<file path="src/rtl/regfile_pkg.sv">
// Shared constants and types for the register file with busy scoreboard.
package regfile_pkg;
  localparam int unsigned XLEN_DEF  = 32;
  localparam int unsigned NREGS_DEF = 32;
  localparam int unsigned AW_DEF    = $clog2(NREGS_DEF);

  typedef logic [AW_DEF-1:0]   reg_addr_t;
  typedef logic [XLEN_DEF-1:0] xword_t;

  localparam reg_addr_t ZERO_REG = '0;
endpackage

</file>
<file path="src/rtl/regfile_if.sv">
// Decode/write-back bus of the register file; master is the pipeline side, slave is the register file.
interface regfile_if #(
  parameter int unsigned XLEN  = 32,
  parameter int unsigned NREGS = 32,
  parameter int unsigned NRD   = 2,
  parameter int unsigned NWR   = 1
);
  localparam int unsigned AW = $clog2(NREGS);

  logic [NRD-1:0]      rd_en;
  logic [NRD*AW-1:0]   rd_addr;
  logic [NRD*XLEN-1:0] rd_data;
  logic                iss_valid;
  logic [AW-1:0]       iss_rd;
  logic                iss_fire;
  logic                stall;
  logic [NWR-1:0]      wb_en;
  logic [NWR*AW-1:0]   wb_addr;
  logic [NWR*XLEN-1:0] wb_data;
  logic [NREGS-1:0]    busy_vec;

  modport master (
    output rd_en, rd_addr, iss_valid, iss_rd, wb_en, wb_addr, wb_data,
    input  rd_data, iss_fire, stall, busy_vec
  );

  modport slave (
    input  rd_en, rd_addr, iss_valid, iss_rd, wb_en, wb_addr, wb_data,
    output rd_data, iss_fire, stall, busy_vec
  );
endinterface

</file>
<file path="src/rtl/regfile_scoreboard_sb.sv">
// Per-register busy bits with set/clear priority and RAW/WAW hazard lookup.
// With REGFILE_BYPASS_EN a register written back this cycle is treated as not busy.
module rf_scoreboard
  import regfile_pkg::*;
#(
  parameter int unsigned NREGS = NREGS_DEF,
  parameter int unsigned NRD   = 2,
  parameter int unsigned NWR   = 1,
  parameter int unsigned AW    = $clog2(NREGS)
) (
  input  logic              clk,
  input  logic              rst,
  input  logic [NRD-1:0]    rd_en,
  input  logic [NRD*AW-1:0] rd_addr,
  input  logic              iss_valid,
  input  logic [AW-1:0]     iss_rd,
  input  logic              iss_fire,
  input  logic [NWR-1:0]    wb_en,
  input  logic [NWR*AW-1:0] wb_addr,
  output logic [NREGS-1:0]  busy_vec,
  output logic              raw_hazard,
  output logic              waw_hazard
);
  logic [NREGS-1:0] busy_q;
  logic [NREGS-1:0] set_vec;
  logic [NREGS-1:0] clr_vec;
  logic [NREGS-1:0] busy_eff;

  always_comb begin
    clr_vec = '0;
    set_vec = '0;
    for (int unsigned j = 0; j < NWR; j++) begin
      if (wb_en[j]) clr_vec[wb_addr[j*AW +: AW]] = 1'b1;
    end
    if (iss_fire && (iss_rd != AW'(ZERO_REG))) set_vec[iss_rd] = 1'b1;
  end

`ifdef REGFILE_BYPASS_EN
  assign busy_eff = busy_q & ~clr_vec;
`else
  assign busy_eff = busy_q;
`endif

  always_comb begin
    raw_hazard = 1'b0;
    for (int unsigned i = 0; i < NRD; i++) begin
      if (rd_en[i] && busy_eff[rd_addr[i*AW +: AW]]) raw_hazard = 1'b1;
    end
    waw_hazard = iss_valid && busy_eff[iss_rd];
  end

  // Set is applied after clear so a new producer overrides a retiring one.
  always_ff @(posedge clk) begin
    if (rst) busy_q <= '0;
    else     busy_q <= (busy_q & ~clr_vec) | set_vec;
  end

  assign busy_vec = busy_q;
endmodule

</file>
<file path="src/rtl/regfile_scoreboard.sv">
// Register bank with NRD combinational reads, NWR write-back ports and a busy scoreboard.
// Optional write-through forwarding is enabled by defining REGFILE_BYPASS_EN.
module regfile_scoreboard
  import regfile_pkg::*;
#(
  parameter int unsigned XLEN  = XLEN_DEF,
  parameter int unsigned NREGS = NREGS_DEF,
  parameter int unsigned NRD   = 2,
  parameter int unsigned NWR   = 1
) (
  input logic      clk,
  input logic      rst,
  regfile_if.slave bus
);
  localparam int unsigned AW = $clog2(NREGS);

  logic [XLEN-1:0] regs [NREGS];
  logic            raw_hazard;
  logic            waw_hazard;
  logic [AW-1:0]   rd_a;

  rf_scoreboard #(
    .NREGS(NREGS),
    .NRD  (NRD),
    .NWR  (NWR),
    .AW   (AW)
  ) u_sb (
    .clk       (clk),
    .rst       (rst),
    .rd_en     (bus.rd_en),
    .rd_addr   (bus.rd_addr),
    .iss_valid (bus.iss_valid),
    .iss_rd    (bus.iss_rd),
    .iss_fire  (bus.iss_fire),
    .wb_en     (bus.wb_en),
    .wb_addr   (bus.wb_addr),
    .busy_vec  (bus.busy_vec),
    .raw_hazard(raw_hazard),
    .waw_hazard(waw_hazard)
  );

  assign bus.stall    = raw_hazard | waw_hazard;
  assign bus.iss_fire = bus.iss_valid & ~bus.stall;

  // Ascending port order lets the last non-blocking update, the highest port, win.
  always_ff @(posedge clk) begin
    if (rst) begin
      for (int unsigned k = 0; k < NREGS; k++) regs[k] <= '0;
    end else begin
      for (int unsigned j = 0; j < NWR; j++) begin
        if (bus.wb_en[j] && (bus.wb_addr[j*AW +: AW] != AW'(ZERO_REG)))
          regs[bus.wb_addr[j*AW +: AW]] <= bus.wb_data[j*XLEN +: XLEN];
      end
    end
  end

  always_comb begin
    bus.rd_data = '0;
    rd_a        = '0;
    for (int unsigned i = 0; i < NRD; i++) begin
      rd_a = bus.rd_addr[i*AW +: AW];
      if (rd_a != AW'(ZERO_REG)) begin
        bus.rd_data[i*XLEN +: XLEN] = regs[rd_a];
`ifdef REGFILE_BYPASS_EN
        for (int unsigned j = 0; j < NWR; j++) begin
          if (bus.wb_en[j] && (bus.wb_addr[j*AW +: AW] == rd_a))
            bus.rd_data[i*XLEN +: XLEN] = bus.wb_data[j*XLEN +: XLEN];
        end
`endif
      end
    end
  end
endmodule

</file>
<file path="src/flat_wrapper.sv">
// flat-port wrapper written by rule: the top's interface ports become plain ports
module regfile_scoreboard_flat import regfile_pkg::*;
#(
  parameter int unsigned XLEN  = XLEN_DEF,
  parameter int unsigned NREGS = NREGS_DEF,
  parameter int unsigned NRD   = 2,
  parameter int unsigned NWR   = 1
)
  (clk, rst, bus_rd_en, bus_rd_addr, bus_iss_valid, bus_iss_rd, bus_wb_en, bus_wb_addr, bus_wb_data, bus_rd_data, bus_iss_fire, bus_stall, bus_busy_vec);
  regfile_if #(.XLEN(XLEN), .NREGS(NREGS), .NRD(NRD), .NWR(NWR)) bus_i ();
  input logic clk;
  input logic rst;
  input wire logic [$bits(bus_i.rd_en)-1:0] bus_rd_en;
  input wire logic [$bits(bus_i.rd_addr)-1:0] bus_rd_addr;
  input wire logic [$bits(bus_i.iss_valid)-1:0] bus_iss_valid;
  input wire logic [$bits(bus_i.iss_rd)-1:0] bus_iss_rd;
  input wire logic [$bits(bus_i.wb_en)-1:0] bus_wb_en;
  input wire logic [$bits(bus_i.wb_addr)-1:0] bus_wb_addr;
  input wire logic [$bits(bus_i.wb_data)-1:0] bus_wb_data;
  output wire logic [$bits(bus_i.rd_data)-1:0] bus_rd_data;
  output wire logic [$bits(bus_i.iss_fire)-1:0] bus_iss_fire;
  output wire logic [$bits(bus_i.stall)-1:0] bus_stall;
  output wire logic [$bits(bus_i.busy_vec)-1:0] bus_busy_vec;
  assign bus_i.rd_en = bus_rd_en;
  assign bus_i.rd_addr = bus_rd_addr;
  assign bus_i.iss_valid = bus_iss_valid;
  assign bus_i.iss_rd = bus_iss_rd;
  assign bus_i.wb_en = bus_wb_en;
  assign bus_i.wb_addr = bus_wb_addr;
  assign bus_i.wb_data = bus_wb_data;
  assign bus_rd_data = bus_i.rd_data;
  assign bus_iss_fire = bus_i.iss_fire;
  assign bus_stall = bus_i.stall;
  assign bus_busy_vec = bus_i.busy_vec;
  regfile_scoreboard #(.XLEN(XLEN), .NREGS(NREGS), .NRD(NRD), .NWR(NWR)) u_core (.clk(clk), .rst(rst), .bus(bus_i));
endmodule
</file>
<file path="config.mk">
export PLATFORM = sky130hd
export DESIGN_NAME = regfile_scoreboard_flat
export DESIGN_NICKNAME = d
export VERILOG_FILES = /design/src/rtl/regfile_pkg.sv /design/src/rtl/regfile_if.sv /design/src/rtl/regfile_scoreboard_sb.sv /design/src/rtl/regfile_scoreboard.sv /design/src/flat_wrapper.sv
export SDC_FILE = /design/constraint.sdc
export NUM_CORES = 2
export LEC_CHECK = 0
export CAP_MARGIN = 30
export CORE_ASPECT_RATIO = 0.9
export CORE_MARGIN = 1.5
export CORE_UTILIZATION = 45
export CTS_CLUSTER_SIZE = 28
export DETAILED_ROUTE_END_ITERATION = 10
export GPL_ROUTABILITY_DRIVEN = 0
export SETUP_SLACK_MARGIN = 0.3
export SLEW_MARGIN = 10
export SYNTH_ARGS = -nofsm -noshare
export SYNTH_HDL_FRONTEND = slang
export SYNTH_SLANG_ARGS = --single-unit
</file>
<file path="constraint.sdc">
create_clock -name clk -period 4.85 [get_ports clk]
set_clock_uncertainty 0.05 [all_clocks]
set_input_delay 0.485 -clock clk [delete_from_list [all_inputs] [get_ports clk]]
set_output_delay 0.485 -clock clk [all_outputs]
set_load 0.01 [all_outputs]
</file>
After elaboration in Yosys (flattened, before gate mapping)
Memory sizes are Yosys's and may differ from the RTL's.
Cells that the tools add are included.

word-level totals
  flip-flop bits (word level) = 32
  RAM bits = 1,024
  bits of input ports = 58
  output and inout bits = 98
  logic and storage cells = 50
  memories = 1

cells by class
  magnitude comparators = 6
  muxes and demuxes = 24
  bitwise logic cells = 6
  reductions and logical operators = 12

memories
  name         depth  width  read ports  clocked after Yosys merged registers in  write ports  line                      source
  u_core.regs  32     32     2           0                                        32           regfile_scoreboard.sv:17  logic [XLEN-1:0] regs [NREGS];

operators with widths
  operator            count
  $mux 32             5
  $and 32x32->32      1
  $not 32->32         1
  $or 32x32->32       1
  $reduce_or 32->1    1
  $lt 5x6->1 const B  4
  $reduce_bool 5->1   4
  $bmux 1 s5          3
  $mux 1              13
  $demux 1 s5         2
  $ge 5x1->1 const B  2
  $logic_and 1x1->1   7
  $mux 5              1
  $and 1x1->1         1
  $not 1->1           1
  $or 1x1->1          1

Logic depth before layout (Yosys ltp)
  word-level depth = 11
  gate-level depth with buffers = 10
  depth with buffers taken out = 5

By module
From an unflattened synthesis, not the netlist that was laid out.

second synthesis, totals
  cell total of the unflattened synthesis = 3,720
  area total of the unflattened synthesis = 56,311.5 um2

modules (own cells, without submodules)
  module              instances  cells an instance  area each (um2)  sequential area each (um2)
  regfile_scoreboard  1          3,498              54,195.7         30,749.5
  rf_scoreboard       1          222                2,115.8          640.6

Worst setup path before layout
No wires, ideal clock.

  path kind = input to register
  start = input port bus_wb_addr[4]
  end = memory u_core.regs[16][0] (enable)
  data arrival time = 3,660 ps
  data required time = 4,334 ps
  setup slack = 674 ps
  stages = 4
  path through = clkbuf_1 or3b_2 clkbuf_1 o21ai_0

RTL lines
  what             line                      source
  start, declared  flat_wrapper.sv:18        input wire logic [$bits(bus_i.wb_addr)-1:0] bus_wb_addr;
  end, declared    regfile_scoreboard.sv:17

Worst setup path in the final report
  start = input port bus_rd_addr[3]
  end = output port bus_rd_data[5]

between the ends
  word-level cells in the longest chain between the ends = 2
  elaborated cells between the ends (all ways) = 3

ends and longest elaborated chain
  what                                                line                      source
  start, declared                                     flat_wrapper.sv:14        input wire logic [$bits(bus_i.rd_addr)-1:0] bus_rd_addr;
  $mem_v2 32x32 or $reduce_bool 5->1 (tied branches)  --
  $mux 32 (*)                                         regfile_scoreboard.sv:62  if (rd_a != AW'(ZERO_REG)) begin
  end, declared                                       flat_wrapper.sv:20        output wire logic [$bits(bus_i.rd_data)-1:0] bus_rd_data;

Mark *: on every way between the ends. The rest lies on a longest branch, timed or not.

==> results summary <==
The run finished with clean final reports. Setup repair after global routing left no endpoint under its margin. After synthesis the netlist holds a flip-flop and latch count of between 1000 and 1500. The synthesized netlist occupies a cell area of 56550 sq um. The clock-pin slew of the registers on the worst-case setup and hold paths is roughly 0.060 ns. The remaining routing DRC violations came out at 0. Timing would allow up to roughly 240 MHz.

The post-CTS resize count is 0. The core area is 124800 sq um. The worst register-to-register path begins at u_core.u_sb.busy_vec[15].

The largest voltage drop on the vdd net came out at approximately 0.27 mV. The worst register-to-register path ends at u_core.u_sb.busy_vec[11]. The final cycle utilization of the critical path is 0.8602. The die is 376.7 um wide. The maximum single-stage delay on the critical path is about 0.85 ns. The combined area of the multi-input logic cells is ~24000 sq um.

The HPWL after detailed placement is between 100 and 150 mm. The worst setup path is captured at an output port. The share of synthesized area occupied by flip-flops and latches is 0.5551. The first-pass GRT wire length is around 270 mm. The slowest stage of the critical path is the nor2b_4 cell. The clock latency at the later pin of the worst-skew pair is between 0.7 and 0.8 ns. The final total power is around 0.022 W.

Port buffering added 155 buffers. The register-to-register setup slack is about 2.3 ns. The max-slew violation count came to 0. The clock net in this run drives a total of roughly 1100 sinks. The most instantiated flip-flop cell in the synthesis netlist is edfxtp_1. The power density relative to cell area is between 300 and 400 nW/um^2. The min-delay analysis places its worst path in the category in2reg. The worst hold path endpoint is u_core.regs[0][25]. STA classifies the critical path startpoint as a primary input.

The worst setup slack after placement came out at between 0.7 and 0.8 ns. Traced cell by cell, the critical path runs through buf_4 > nor2b_4 > buf_4 > a211oi_1 > a211oi_1 > buf_4 > clkdlybuf4s50_1. TritonCTS built the clock tree. The CTS root buffer is clkbuf_16.

The post-CTS setup-driven buffer insertion count came out at 0. The worst slew margin relative to its limit came out at 0.3252. During I/O placement, the number of pins put on the boundary was 156. The layout net count is 3890. Setup slack closes at 0.6781 ns. The cell repeated most along the worst path is buf_4. The count of cells along the worst hold path came out at 2.

The H-tree depth is 3. The data required time at the worst endpoint is 4.32 ns. Across all hold checks on the routed design, the worst slack comes to between 0.3 and 0.4 ns. STA puts the critical path data arrival time at 3.64 ns.

The cell area after layout came out at ~65000 sq um. The actual transition at the worst max-transition pin came out at between 1 and 1.5 ns. The detailed router placed 36229 vias in this run. The number of optimization iterations in the first detailed-route pass is 6. The total track usage is 0.3016. Synthesis instantiated between 40 and 50 different standard cells from the library. The number of cell instances on the worst register-to-register path came out at 6. The number of maximum-capacitance constraint violations came out at 0. The final global-route overflow total came out at 0. The area growth from synthesis to final layout came out at 15.27%. The total clock buffers created by CTS came out at between 100 and 150.

The total length of routed wires is ~190 mm. The number of global-route vias before repair came to roughly 35000. The die footprint came out at 127800 sq um. The initial antenna violation count is 18.

The final sum of negative setup slack came out at 0 ns. A synthesized cell averages around 15 sq um. The sequential cell area in the final layout came out at roughly 31000 sq um.

The number of filler instances in the final layout is 10233. The clock tree buffer depth is 3. For this design the static power due to leakage is ~22 nW. The height of the die is roughly 340 um. The initial utilization of the core area, before any placement, comes to 0.4531. The fraction of registers with async set or reset after synthesis came out at 0. The final critical delay including setup and external delays came out at roughly 4.2 ns. Buffers inserted to repair hold after CTS numbered 0.

The critical hold path startpoint is rst. The type of the worst setup path is in2out. The cell class contributing the biggest share of worst-path delay is buffers and inverters. The final setup violation count came out at 0.

The violation count after the first detailed-route iteration is around 5300. During synthesis, Yosys emitted a total of 0 warnings. The largest driver fanout on the critical path is 15.

The routed wirelength normalized by instance count came out at about 34 um. The fraction of final layout cells sized beyond drive strength 1 is 0.2717. Counting flops with a built-in enable in the synthesized netlist gives between 1000 and 1500. In this run the cell area measured after placement is ~61000 sq um. The final count of hold timing violations came out at 0.

The mean number of vias per cell is ~6.4. The floorplan has ~120 rows. The remaining antenna violation count is 0. The worst path buffer plus inverter count is 4. The number of standard cells after synthesis came out at between 3000 and 4000. The maximum number of pins on one net before global-route repair came out at between 80 and 90.
==> worst reg2reg max path: stages, from the launching register on <==
cell	delay, ns
dfxtp_1	0.39
mux4_2	0.49
and3_1	0.19
nor4_1	0.49
o32ai_4	0.19
buf_4	0.28
o41ai_1	0.41
==> synthesized netlist by cell type, types with 4 or more instances <==
library cell / number / area, sq um
a211o_1: 13 / 113.9
a211oi_1: 28 / 210.2
a21oi_1: 46 / 230.2
a221oi_1: 32 / 280.3
and2_1: 995 / 6225
and3_1: 4 / 25.02
buf_1: 28 / 105.1
buf_2: 65 / 325.3
buf_4: 8 / 60.06
buf_6: 4 / 45.04
clkbuf_1: 308 / 1156
dfxtp_1: 32 / 640.6
edfxtp_1: 1024 / 30750
inv_1: 5 / 18.77
mux2_2: 49 / 551.8
mux2i_1: 126 / 1261
mux4_2: 545 / 12270
nand2_1: 110 / 412.9
nand2b_1: 17 / 106.4
nand3_1: 19 / 95.09
nor2_1: 47 / 176.4
nor2b_1: 9 / 56.30
nor3_1: 23 / 115.1
o211ai_1: 28 / 210.2
o21ai_0: 29 / 145.1
o221ai_1: 31 / 271.5
o22ai_1: 30 / 187.7
o31ai_1: 18 / 135.1
o41ai_1: 15 / 131.4
==> state kept, by name, indices dropped and copies added, names as in the netlist <==
register / cells
u_core.regs: 1024
u_core.u_sb.busy_vec: 32
==> power breakdown <==
part           switching, W  leakage, nW  total [W]  internal, W
clock network       0.00370         1.77    0.00871      0.00500
registers          0.000245         10.0     0.0107       0.0105
logic               0.00167         10.4    0.00300      0.00133
total               0.00562         22.2     0.0224       0.0168
==> cell type report <==
| cell class | instances | share of cell area |
|---|---|---|
| diodes | 6 | 0.0002303 |
| multi-input cells | 2271 | 0.3707 |
| clock inverters | 71 | 0.01021 |
| repair buffers | 384 | 0.05908 |
| well taps | 1687 | 0.03238 |
| clock buffers | 138 | 0.04547 |
| inverters | 7 | 0.0004223 |
| flip-flops and latches | 1056 | 0.4815 |
==> metrics by stage <==
step           cells  utilization
6_report        5620       0.5223
4_1_cts         5603       0.5209
5_1_grt         5616       0.5222
2_1_floorplan   3747            -
3_3_place_gp    5380       0.4901
3_5_place_dp    5394       0.4919
==> kinds of logic after synthesis <==
group	Yosys count	synth area share
flip-flops	1056	0.5551
other	1	0.00006631
multiplexers	721	0.2493
buffers and inverters	420	0.03038
AND/OR/NAND/NOR	1240	0.1296
AO/OA/AOI/OAI	278	0.03560
==> per-layer routing <==
layer,vias up,global-route usage,routed length (um)
met4,8,0.1032,7058
met5,-,0,42
li1,14588,-,-
met3,358,0.06171,20200
met2,2278,0.4550,87230
met1,18997,0.4370,78670
==> cells in the final DEF (no fill, tap or decap), types with 4 or more instances in the layout <==
cell type        synthesis  layout
nor2_1                  47      15
a211o_1                 13      13
a221oi_1                32      32
clkdlybuf4s50_1          0     144
nor3_1                  23      22
o211ai_1                28      28
and3_1                   4       4
dfxtp_1                 32      32
o221ai_1                31      31
mux4_2                 545     545
o22ai_1                 30      30
buf_8                    0      24
clkinvlp_4               0       5
nor2_4                   0      32
a21oi_1                 46      46
clkinv_1                 2      31
buf_4                    8     178
a211oi_1                28      28
and2_1                 995     995
edfxtp_1              1024    1024
bufinv_16                0      13
inv_1                    5       4
nand3_1                 19      18
buf_12                   0      31
o31ai_1                 18      18
nand2b_1                17      17
o21ai_4                  0      28
mux2i_1                126     126
diode_2                  0       6
nand2_1                110     108
clkbuf_1               308      23
o41ai_1                 15      15
clkinv_2                 0      20
mux2_2                  49      49
conb_1                   1      32
nor2b_1                  9       7
clkbuf_16                0     115
==> worst max-delay path by stage <==
stage	startpoint	end	slack, ns	cells past startpoint
global route	bus_rd_addr[0]	bus_rd_data[5]	0.63	9
floorplan	bus_wb_addr[4]	u_core.regs[16][0]	0.67	4
CTS	bus_rd_addr[5]	bus_rd_data[58]	0.74	7
global placement	bus_rd_addr[5]	bus_rd_data[58]	0.75	7
finish	bus_rd_addr[3]	bus_rd_data[5]	0.68	7
detailed placement	bus_rd_addr[5]	bus_rd_data[61]	0.74	7
No activity file was read; power rests on OpenSTA's default activity.
